===== config.mk =====
export PLATFORM = sky130hd
export DESIGN_NAME = mem_access_ctrl
export DESIGN_NICKNAME = d
export VERILOG_FILES = /design/src/rtl/mem_access_ctrl.sv
export SDC_FILE = /design/constraint.sdc
export NUM_CORES = 1
export LEC_CHECK = 0
export ABC_AREA = 1
export CAP_MARGIN = 20
export CORE_UTILIZATION = 39
export DETAILED_ROUTE_END_ITERATION = 10
export PLACE_DENSITY = 0.68
export SLEW_MARGIN = 30
export SYNTH_ARGS = -nofsm -noshare
export SYNTH_HDL_FRONTEND = slang
export SYNTH_SLANG_ARGS = --single-unit

===== constraint.sdc =====
create_clock -name clk -period 9.8 [get_ports clk]
set_clock_uncertainty 0.2 [all_clocks]
set_input_delay 2.94 -clock clk [delete_from_list [all_inputs] [get_ports clk]]
set_output_delay 2.94 -clock clk [all_outputs]
set_load 0.01 [all_outputs]

===== src/rtl/mem_access_ctrl.sv =====
// mem_access_ctrl: memory-stage sequencer between decoded load/store controls
// and a word-only, handshaked data memory.
//   sw          -> single write
//   sb / sh     -> read-modify-write
//   loads       -> read, then lane select and sign/zero extension
// Misaligned requests raise a one-cycle misalign_err and never reach memory.
//
// Optional feature macro: MEM_TIMEOUT_EN
//   When defined, a per-phase watchdog forces completion with bus_err after
//   TIMEOUT cycles in RD_REQ, RD_WAIT or WR_REQ. When undefined, waits are
//   unbounded and bus_err is constant 0.
//
// Memory handshake: a request is offered while mem_req=1 and is accepted in
// the cycle where mem_req=1 and mem_gnt=1. While offered but not accepted,
// mem_addr, mem_we and mem_wdata hold steady. Read data returns with
// mem_rvalid=1 at least one cycle after the read grant and is only observed
// in RD_WAIT.
module mem_access_ctrl #(
  parameter int ADDR_W  = 32,
  parameter int TIMEOUT = 255
) (
  input  logic              clk,
  input  logic              rst,
  input  logic [1:0]        MemWriteM,
  input  logic [2:0]        LoadTypeM,
  input  logic [ADDR_W-1:0] AddrM,
  input  logic [31:0]       WriteDataM,
  output logic              stall,
  output logic [31:0]       ReadDataM,
  output logic              done,
  output logic              misalign_err,
  output logic              bus_err,
  output logic              mem_req,
  output logic              mem_we,
  output logic [ADDR_W-1:0] mem_addr,
  output logic [31:0]       mem_wdata,
  input  logic              mem_gnt,
  input  logic              mem_rvalid,
  input  logic [31:0]       mem_rdata,
  output logic [2:0]        state_dbg
);

  typedef enum logic [2:0] {
    IDLE    = 3'd0,
    RD_REQ  = 3'd1,
    RD_WAIT = 3'd2,
    WR_REQ  = 3'd3,
    DONE    = 3'd4
  } state_t;

  typedef enum logic [2:0] {
    OP_SW  = 3'd0,
    OP_SH  = 3'd1,
    OP_SB  = 3'd2,
    OP_LW  = 3'd3,
    OP_LB  = 3'd4,
    OP_LH  = 3'd5,
    OP_LBU = 3'd6,
    OP_LHU = 3'd7
  } op_t;

  state_t      state, state_n;
  op_t         req_op, op_q;
  logic        is_store, load_valid, req, misaligned, accept;
  logic        busy, tmo, timeout_hit, op_is_load;
  logic [1:0]  lane_q;
  logic [31:0] store_q;
  logic [7:0]  byte_sel;
  logic [15:0] half_sel;
  logic [31:0] load_data, merge_data;

  // Decode the incoming request; a store takes priority over a load.
  always_comb begin
    is_store   = (MemWriteM != 2'b00);
    load_valid = (LoadTypeM >= 3'd1) && (LoadTypeM <= 3'd5);
    req        = is_store || load_valid;
    req_op     = OP_LW;
    if (is_store) begin
      case (MemWriteM)
        2'b01:   req_op = OP_SW;
        2'b10:   req_op = OP_SH;
        default: req_op = OP_SB;
      endcase
    end else begin
      case (LoadTypeM)
        3'd1:    req_op = OP_LW;
        3'd2:    req_op = OP_LB;
        3'd3:    req_op = OP_LH;
        3'd4:    req_op = OP_LBU;
        3'd5:    req_op = OP_LHU;
        default: req_op = OP_LW;
      endcase
    end
    case (req_op)
      OP_SW, OP_LW:          misaligned = (AddrM[1:0] != 2'b00);
      OP_SH, OP_LH, OP_LHU:  misaligned = AddrM[0];
      default:               misaligned = 1'b0;
    endcase
    accept = (state == IDLE) && req && !misaligned;
  end

  assign busy = (state == RD_REQ) || (state == RD_WAIT) || (state == WR_REQ);

`ifdef MEM_TIMEOUT_EN
  localparam int CNT_W = ($clog2(TIMEOUT + 1) > 8) ? $clog2(TIMEOUT + 1) : 8;
  logic [CNT_W-1:0] cnt;

  // Watchdog: restarts on every state change, counts cycles spent waiting.
  always_ff @(posedge clk or posedge rst) begin
    if (rst) begin
      cnt <= '0;
    end else if (state_n != state) begin
      cnt <= '0;
    end else if (busy) begin
      cnt <= cnt + 1'b1;
    end
  end

  assign tmo = busy && (cnt >= CNT_W'(TIMEOUT - 1));
`else
  assign tmo = 1'b0;
`endif

  // State register.
  always_ff @(posedge clk or posedge rst) begin
    if (rst) state <= IDLE;
    else     state <= state_n;
  end

  // Next-state logic; a memory event always wins over the watchdog.
  always_comb begin
    state_n     = state;
    timeout_hit = 1'b0;
    case (state)
      IDLE: begin
        if (accept) state_n = (req_op == OP_SW) ? WR_REQ : RD_REQ;
      end
      RD_REQ: begin
        if (mem_gnt) begin
          state_n = RD_WAIT;
        end else if (tmo) begin
          state_n     = DONE;
          timeout_hit = 1'b1;
        end
      end
      RD_WAIT: begin
        if (mem_rvalid) begin
          state_n = op_is_load ? DONE : WR_REQ;
        end else if (tmo) begin
          state_n     = DONE;
          timeout_hit = 1'b1;
        end
      end
      WR_REQ: begin
        if (mem_gnt) begin
          state_n = DONE;
        end else if (tmo) begin
          state_n     = DONE;
          timeout_hit = 1'b1;
        end
      end
      DONE:    state_n = IDLE;
      default: state_n = IDLE;
    endcase
  end

  // Pipeline hold: busy states, plus the IDLE cycle of an accepted request.
  assign stall     = busy || accept;
  assign state_dbg = state;

  // Lane selection and extension of the returned word for loads.
  always_comb begin
    op_is_load = (op_q == OP_LW) || (op_q == OP_LB) || (op_q == OP_LH) ||
                 (op_q == OP_LBU) || (op_q == OP_LHU);
    byte_sel   = mem_rdata[{lane_q, 3'b000} +: 8];
    half_sel   = lane_q[1] ? mem_rdata[31:16] : mem_rdata[15:0];
    case (op_q)
      OP_LB:   load_data = {{24{byte_sel[7]}}, byte_sel};
      OP_LBU:  load_data = {24'h0, byte_sel};
      OP_LH:   load_data = {{16{half_sel[15]}}, half_sel};
      OP_LHU:  load_data = {16'h0, half_sel};
      default: load_data = mem_rdata;
    endcase
  end

  // Merge the narrow store data into the word read back from memory.
  always_comb begin
    merge_data = mem_rdata;
    if (op_q == OP_SB) begin
      merge_data[{lane_q, 3'b000} +: 8] = store_q[7:0];
    end else if (op_q == OP_SH) begin
      if (lane_q[1]) merge_data[31:16] = store_q[15:0];
      else           merge_data[15:0]  = store_q[15:0];
    end
  end

  // Registered memory-side outputs, status pulses and captured request.
  always_ff @(posedge clk or posedge rst) begin
    if (rst) begin
      mem_req      <= 1'b0;
      mem_we       <= 1'b0;
      mem_addr     <= '0;
      mem_wdata    <= '0;
      ReadDataM    <= '0;
      done         <= 1'b0;
      misalign_err <= 1'b0;
      bus_err      <= 1'b0;
      op_q         <= OP_LW;
      lane_q       <= 2'b00;
      store_q      <= '0;
    end else begin
      mem_req      <= (state_n == RD_REQ) || (state_n == WR_REQ);
      mem_we       <= (state_n == WR_REQ);
      done         <= (state_n == DONE);
      bus_err      <= timeout_hit;
      misalign_err <= (state == IDLE) && req && misaligned;
      if (accept) begin
        mem_addr <= {AddrM[ADDR_W-1:2], 2'b00};
        op_q     <= req_op;
        lane_q   <= AddrM[1:0];
        store_q  <= WriteDataM;
        if (req_op == OP_SW) mem_wdata <= WriteDataM;
      end
      if ((state == RD_WAIT) && mem_rvalid) begin
        if (op_is_load) ReadDataM <= load_data;
        else            mem_wdata <= merge_data;
      end
      if (timeout_hit) ReadDataM <= '0;
    end
  end

endmodule


==> summary.txt, run 1 <==
Detailed routing
  • WL final: 23.7 mm
  • Vias per cell: 5.18
  • Met3 wire len: 1.76 mm
  • DR DRC count: 36
  • Met1 wire length: 10.4 mm
  • Highest routed layer: met4
  • Met2 routed WL: 11.0 mm
  • Detail Route Antenna Nets: 0
  • Avg WL per Cell: 16.4 um
  • Initial drt markers: 647
  • Via Count: 7473
  • DR pass1 iterations: 9

Cells and area
  • Number of diodes: 0
  • Ratio of cells with drive above 1 in the final layout: 4.70%
  • Final #Nets: 1317
  • Area Overhead vs Synth: 36.7%

Worst setup path
  • Startpoint types: input port
  • Critical path arrival: 5.42 ns
  • Crit-path cells: clkdlybuf4s50_1 > inv_1 > ha_1 > buf_4 > inv_2 > nand2_1 > nand2_2 > nand3_2 > o211ai_1 > clkdlybuf4s50_1
  • Worst path required time: 6.66 ns
  • WS Path Type: in2out
  • Critical path fanouts, max: 33
  • CP max-delay cell: clkdlybuf4s50_1
  • Crit-path most repeated cell: clkdlybuf4s50_1
  • CP peak stage delay: 0.57 ns
  • Crit end category: output port

Timing
  • Period utilisation layout: 87.4%
  • Final Hold Fails: 0
  • Max-slew headroom: 37.3%
  • F_max: 117 MHz
  • Slew Limit Fails: 0
  • RSZ-0062 raised after global routing: no
  • Final setup TNS: 0 ns
  • Worst Tran Pin Value: 0.938 ns
  • Setup violators final: 0
  • Final min period: 8.56 ns

Clocking
  • CTS Root Buffer Type: clkbuf_16
  • CTS buffer count: 17
  • H-tree level count: 4
  • CTS Sinks: 122
  • Post-CTS Hold Fix Bufs: 0
  • Worst-Skew Late Latency: 0.43 ns
  • Postcts setup bufs: 0
  • Clk slew on worst S/H paths: 0.06 ns
  • Number of gates resized after CTS: 0
  • CTS tree: yes
  • CTS Buffer Depth: 2

Die
  • Initial core utilization: 40.1%
  • Die height: 138 um
  • # rows: 49
  • I/O pin count: 210
  • Die area: 19100 um^2
  • Die span in x: 138 um
  • Core Region: 18100 um^2

Synthesis
  • Cells after synthesis: 1028
  • Synth top area cells: dfrtp_1, nand2_1, inv_1
  • Synth Flop Type: dfrtp_1
  • #FFs+latches synth: 122
  • Post-synth EDFFs: 0
  • Async S/R FF share, synth: 100%
  • Post-synthesis cell type count: 35
  • Mean Syn Cell Area: 7.05 um^2
  • Synthesis Warnings: 0
  • Sequential-to-total area share from yosys stat: 42.2%
  • Leading area contributor after synthesis: dfrtp_1
  • Netlist Area Pre-Place: 7250 um^2
  • Post-synth top area share: 41.4%

Power and ir drop
  • Cell area power density: 312 nW/um^2
  • Power Total: 3.09 mW
  • LEAKAGE: 4.85 nW
  • Peak supply drop: 0.155 mV

Global route
  • Largest net degree at the start of global routing: 85
  • Initial antenna violation count: 0
  • GRT overflow: 0
  • Vias in the first global route: 6974
  • Global-route wire length before repair: 38.0 mm
  • Gr usage total: 25.2%

Status
  • Failing checks: DRC
  • Status: finished, violations left

Placed design
  • PortBufs: 206
  • DP HPWL: 16.5 mm
  • GPL Wtd Cong: 0.903

Run
  • Max cap viols: 0

Hold path
  • Min-Delay Path Class: reg2reg
## registers in the layout (all words and copies together), names as in the netlist
| signal | count |
|---|---|
| misalign_err | 1 |
| mem_req | 1 |
| done | 1 |
| ReadDataM | 32 |
| state_dbg | 3 |
| lane_q | 2 |
| mem_we | 1 |
| mem_wdata | 32 |
| op_q | 3 |
| mem_addr | 30 |
| store_q | 16 |
## routing by layer
layer	up-vias	global-route usage, %
li1	3675	-
met1	3449	34.9
met2	316	39.6
met3	33	5.51
met4	0	7.21
met5	-	0
## report_power, final
| part | internal [mW] | switching (mW) |
|---|---|---|
| clock network | 0.361 | 0.257 |
| logic | 0.668 | 0.867 |
| registers | 0.748 | 0.188 |
## final timing paths
path / start / depth (start not counted) / slack, ns / to
worst max-delay path: MemWriteM[1] / 10 / 1.24 / stall
worst min-delay path: mem_addr[12]$_DFFE_PP0N_ / 2 / 0.27 / mem_addr[12]$_DFFE_PP0N_
worst max register to register: op_q[2]$_DFFE_PP0N_ / 7 / 6.66 / ReadDataM[31]$_DFFE_PP0P_
worst min register to register: mem_addr[12]$_DFFE_PP0N_ / 2 / 0.27 / mem_addr[12]$_DFFE_PP0N_
max in group asynchronous: rst / 3 / 5.55 / mem_wdata[28]$_DFF_PP0_
min in group asynchronous: rst / 2 / 2.78 / mem_wdata[30]$_DFF_PP0_
## per-stage QoR
stage | instances | utilization (%) | hold slack (ns) | setup WS (ns) | cell area [um^2]
3_3_place_gp | 1411 | 51.6 | 0.252 | 1.29 | 9330
3_5_place_dp | 1411 | 51.6 | 0.258 | 1.27 | 9330
2_1_floorplan | 1030 | - | 0.264 | 2.57 | 7250
5_1_grt | 1443 | 54.8 | 0.281 | 1.10 | 9910
6_report | 1443 | 54.8 | 0.267 | 1.24 | 9910
4_1_cts | 1443 | 54.8 | 0.273 | 1.26 | 9900
## cells in the final DEF (no fill, tap or decap), types with 11 or more instances in the layout
cell / Yosys / routed
a21oi_1: 53 / 53
clkbuf_16: 0 / 17
clkdlybuf4s50_1: 0 / 206
dfrtp_1: 120 / 120
ha_1: 11 / 11
inv_1: 107 / 106
nand2_1: 412 / 412
nand3_1: 46 / 46
nor2_1: 37 / 37
o211ai_1: 24 / 24
o21ai_0: 75 / 75
o221ai_1: 18 / 18
o22ai_1: 18 / 18
## cells in the mapped netlist (5+ instances only)
| cell | number |
|---|---|
| nand2_1 | 412 |
| o21ai_0 | 75 |
| a211oi_1 | 5 |
| inv_1 | 107 |
| nand3_1 | 46 |
| a21oi_1 | 53 |
| buf_4 | 11 |
| dfrtp_1 | 120 |
| o211ai_1 | 24 |
| o22ai_1 | 18 |
| buf_2 | 20 |
| nor2_1 | 37 |
| ha_1 | 11 |
| clkbuf_1 | 21 |
| o221ai_1 | 18 |
| inv_2 | 5 |
| a221oi_1 | 8 |
## critical path, delay by kind of cell
family,cells,cell delay (ns)
fa+ha+maj,1,0.17
compound gates,1,0.11
simple gates,3,0.36
buf+inv,5,1.83
## kinds of logic after synthesis
group	Yosys count	share of synthesized area, %
AND/OR/NAND/NOR	511	28.1
AO/OA/AOI/OAI	210	17.5
buffers and inverters	173	10.3
flip-flops	122	42.2
adder cells (fa/ha/maj)	11	1.90
other	1	0.0518
## layout make-up
class	instances	area, um^2
Sequential cell	122	3060
Timing Repair Buffer	212	2110
Clock inverter	14	138
Inverter	113	427
Fill cell	1719	8180
Tap cell	229	287
Clock buffer	18	439
Multi-Input combinational cell	735	3450
Note: power is estimated with default switching activity, not from simulation.
==> inputs of run 2 (changes only) <==
==> constraint.sdc (replaced) <==
create_clock -name clk -period 8.4 [get_ports clk]
set_clock_uncertainty 0.2 [all_clocks]
set_input_delay 2.52 -clock clk [delete_from_list [all_inputs] [get_ports clk]]
set_output_delay 2.52 -clock clk [all_outputs]
set_load 0.01 [all_outputs]
==> summary.txt, run 2 (synthesis gave the netlist of run 1 again) <==
Status
  • Status: finished, violations left
  • Failing checks: DRC

Timing
  • Worst Tran Pin Value: 0.915 ns (-0.0227 ns)
  • Setup violators final: 0 (unchanged)
  • RSZ-0062 raised after global routing: no
  • Period utilisation layout: 88.2%
  • Final min period: 7.41 ns
  • Max-slew headroom: 39.0% (+1.7 points)
  • Final setup TNS: 0 ns (unchanged)
  • Post-route setup slack: 0.989 ns (-0.247 ns)
  • Final Hold Fails: 0 (unchanged)
  • F_max: 135 MHz
  • Slew Limit Fails: 0 (unchanged)

Run
  • Max cap viols: 0 (unchanged)

Clocking
  • Post-CTS Hold Fix Bufs: 0 (unchanged)
  • CTS Sinks: 122 (unchanged)
  • Clk slew on worst S/H paths: 0.06 ns (about the same)
  • Number of gates resized after CTS: 0 (unchanged)
  • CTS tree: yes
  • H-tree level count: 4 (unchanged)
  • Postcts setup bufs: 0 (unchanged)
  • CTS Root Buffer Type: clkbuf_16
  • CTS Buffer Depth: 2 (unchanged)
  • CTS buffer count: 17 (unchanged)
  • Worst-Skew Late Latency: 0.42 ns (about the same)

Detailed routing
  • Vias per cell: 5.22 (+0.86%)
  • Detail Route Antenna Nets: 0 (unchanged)
  • DR pass1 iterations: 8 (-1)
  • Initial drt markers: 656 (+1.4%)
  • Via Count: 7537 (+0.86%)
  • Avg WL per Cell: 16.4 um (-0.25%)
  • DR DRC count: 36 (unchanged)
  • WL final: 23.6 mm (-0.25%)

Cells and area
  • Register area: 3060 um^2 (unchanged)
  • Most frequent cells in the layout: nand2_1, clkdlybuf4s50_1, dfrtp_1
  • Post-route cell area: 9950 um^2 (+0.43%)
  • Ratio of cells with drive above 1 in the final layout: 4.70% (unchanged)
  • Number of diodes: 0 (unchanged)
  • Most common cell after layout, fill and taps aside: nand2_1
  • Final #Nets: 1317 (unchanged)
  • Fillers: 1740 (+1.2%)
  • Multi-input gate area: 3450 um^2 (unchanged)
  • Regs by FF count: ReadDataM (32), mem_wdata (32), mem_addr (30)
  • Area Overhead vs Synth: 37.3%

Placed design
  • PortBufs: 206 (unchanged)
  • GPL Wtd Cong: 0.933 (+3.3%)
  • Post-DP Area: 9330 um^2 (unchanged)
  • Pre-CTS WS: 1.01 ns (-0.259 ns)
  • DP HPWL: 16.4 mm (-0.83%)

Worst setup path
  • WS Path Type: in2out
  • FF-to-FF path depth: 7 (unchanged)
  • Startpoint types: input port
  • Critical path fanouts, max: 27 (-18%)
  • Critical path arrival: 4.69 ns (-0.73 ns)
  • Crit end category: output port
  • Worst path required time: 5.68 ns (-0.98 ns)

Power and ir drop
  • Cell area power density: 367 nW/um^2 (+18%)
  • LEAKAGE: 4.87 nW (+0.44%)
  • Peak supply drop: 0.167 mV (+7.7%)

Global route
  • Met2 usage in global routing: 40.4% (+0.85 points)
  • Grt met1 use: 34.1% (-0.82 points)
  • Largest net degree at the start of global routing: 96 (+13%)
  • GR Util met3: 4.64% (-0.87 points)
  • GRT Max-Usage Layer: met2
  • Gr usage total: 25.1% (-0.089 points)
  • GRT overflow: 0 (unchanged)
  • Initial antenna violation count: 0 (unchanged)
  • Vias in the first global route: 6943 (-0.44%)
  • Global-route wire length before repair: 37.7 mm (-0.65%)

Die
  • Initial core utilization: 40.1% (unchanged)
  • Die area: 19100 um^2 (unchanged)
  • I/O pin count: 210 (unchanged)
  • Die height: 138 um (unchanged)
  • # rows: 49 (unchanged)
  • Core Region: 18100 um^2 (unchanged)
  • Die span in x: 138 um (unchanged)

Hold path
  • Min-Delay Path Class: reg2reg
  • WHS Path Cells: 2 (unchanged)
[run 2: changes by cell type in the layout (fill, tap and decap cells not counted), sizes merged]
| cell | before | now |
|---|---|---|
| clkbuf | 18 | 17 |
| clkinvlp | 4 | 3 |
| inv | 118 | 117 |
| bufinv | 1 | 3 |
| clkinv | 4 | 5 |
[run 2: worst max-delay path, cell delays in order]
cell	delay, ns
clkdlybuf4s50_1	0.48
inv_1	0.06
ha_1	0.20
inv_2	0.40
nand2_1	0.13
nand2_2	0.13
nand3_2	0.10
o211ai_1	0.10
clkdlybuf4s50_1	0.56
[run 2: worst paths after layout]
check	start	end	slack, ns
max in group asynchronous	rst	store_q[2]$_DFFE_PP0N_	4.54
hold reg to reg	mem_addr[29]$_DFFE_PP0N_	mem_addr[29]$_DFFE_PP0N_	0.27
min in group asynchronous	rst	mem_wdata[30]$_DFF_PP0_	2.36
setup / recovery	MemWriteM[1]	stall	0.99
hold / removal	mem_addr[29]$_DFFE_PP0N_	mem_addr[29]$_DFFE_PP0N_	0.27
setup reg to reg	op_q[2]$_DFFE_PP0N_	ReadDataM[31]$_DFFE_PP0P_	5.22
[run 2: stage by stage]
| step | util, % | cells | hold WS, ns | total power [mW] |
|---|---|---|---|---|
| 2_1_floorplan | - | 1030 | 0.264 | 2.11 |
| 4_1_cts | 55.0 | 1443 | 0.272 | 3.66 |
| 3_3_place_gp | 51.6 | 1411 | 0.252 | 2.85 |
| 5_1_grt | 55.0 | 1443 | 0.295 | 3.92 |
| 3_5_place_dp | 51.6 | 1411 | 0.258 | 2.88 |
| 6_report | 55.0 | 1443 | 0.267 | 3.65 |
[run 2: per-layer routing]
layer / wire [um] / part of all wire, % / vias up
li1: - / - / 3670
met2: 11300 / 48 / 300
met3: 1620 / 6.8 / 29
met4: 431 / 1.8 / 0
met5: 0 / 0 / -
met1: 10200 / 43 / 3538
[run 2: where the power goes]
group / total [mW] / internal, mW / switching [mW]
logic: 1.79 / 0.781 / 1.01
registers: 1.09 / 0.873 / 0.220
clock network: 0.765 / 0.472 / 0.293
total: 3.65 / 2.13 / 1.52
[run 2: cell type report]
type | count | share of cell area, %
multi-input cells | 735 | 34.7
flip-flops and latches | 122 | 30.7
repair buffers | 212 | 21.2
inverters | 113 | 4.29
clock buffers | 17 | 4.28
well taps | 229 | 2.88
clock inverters | 15 | 1.91
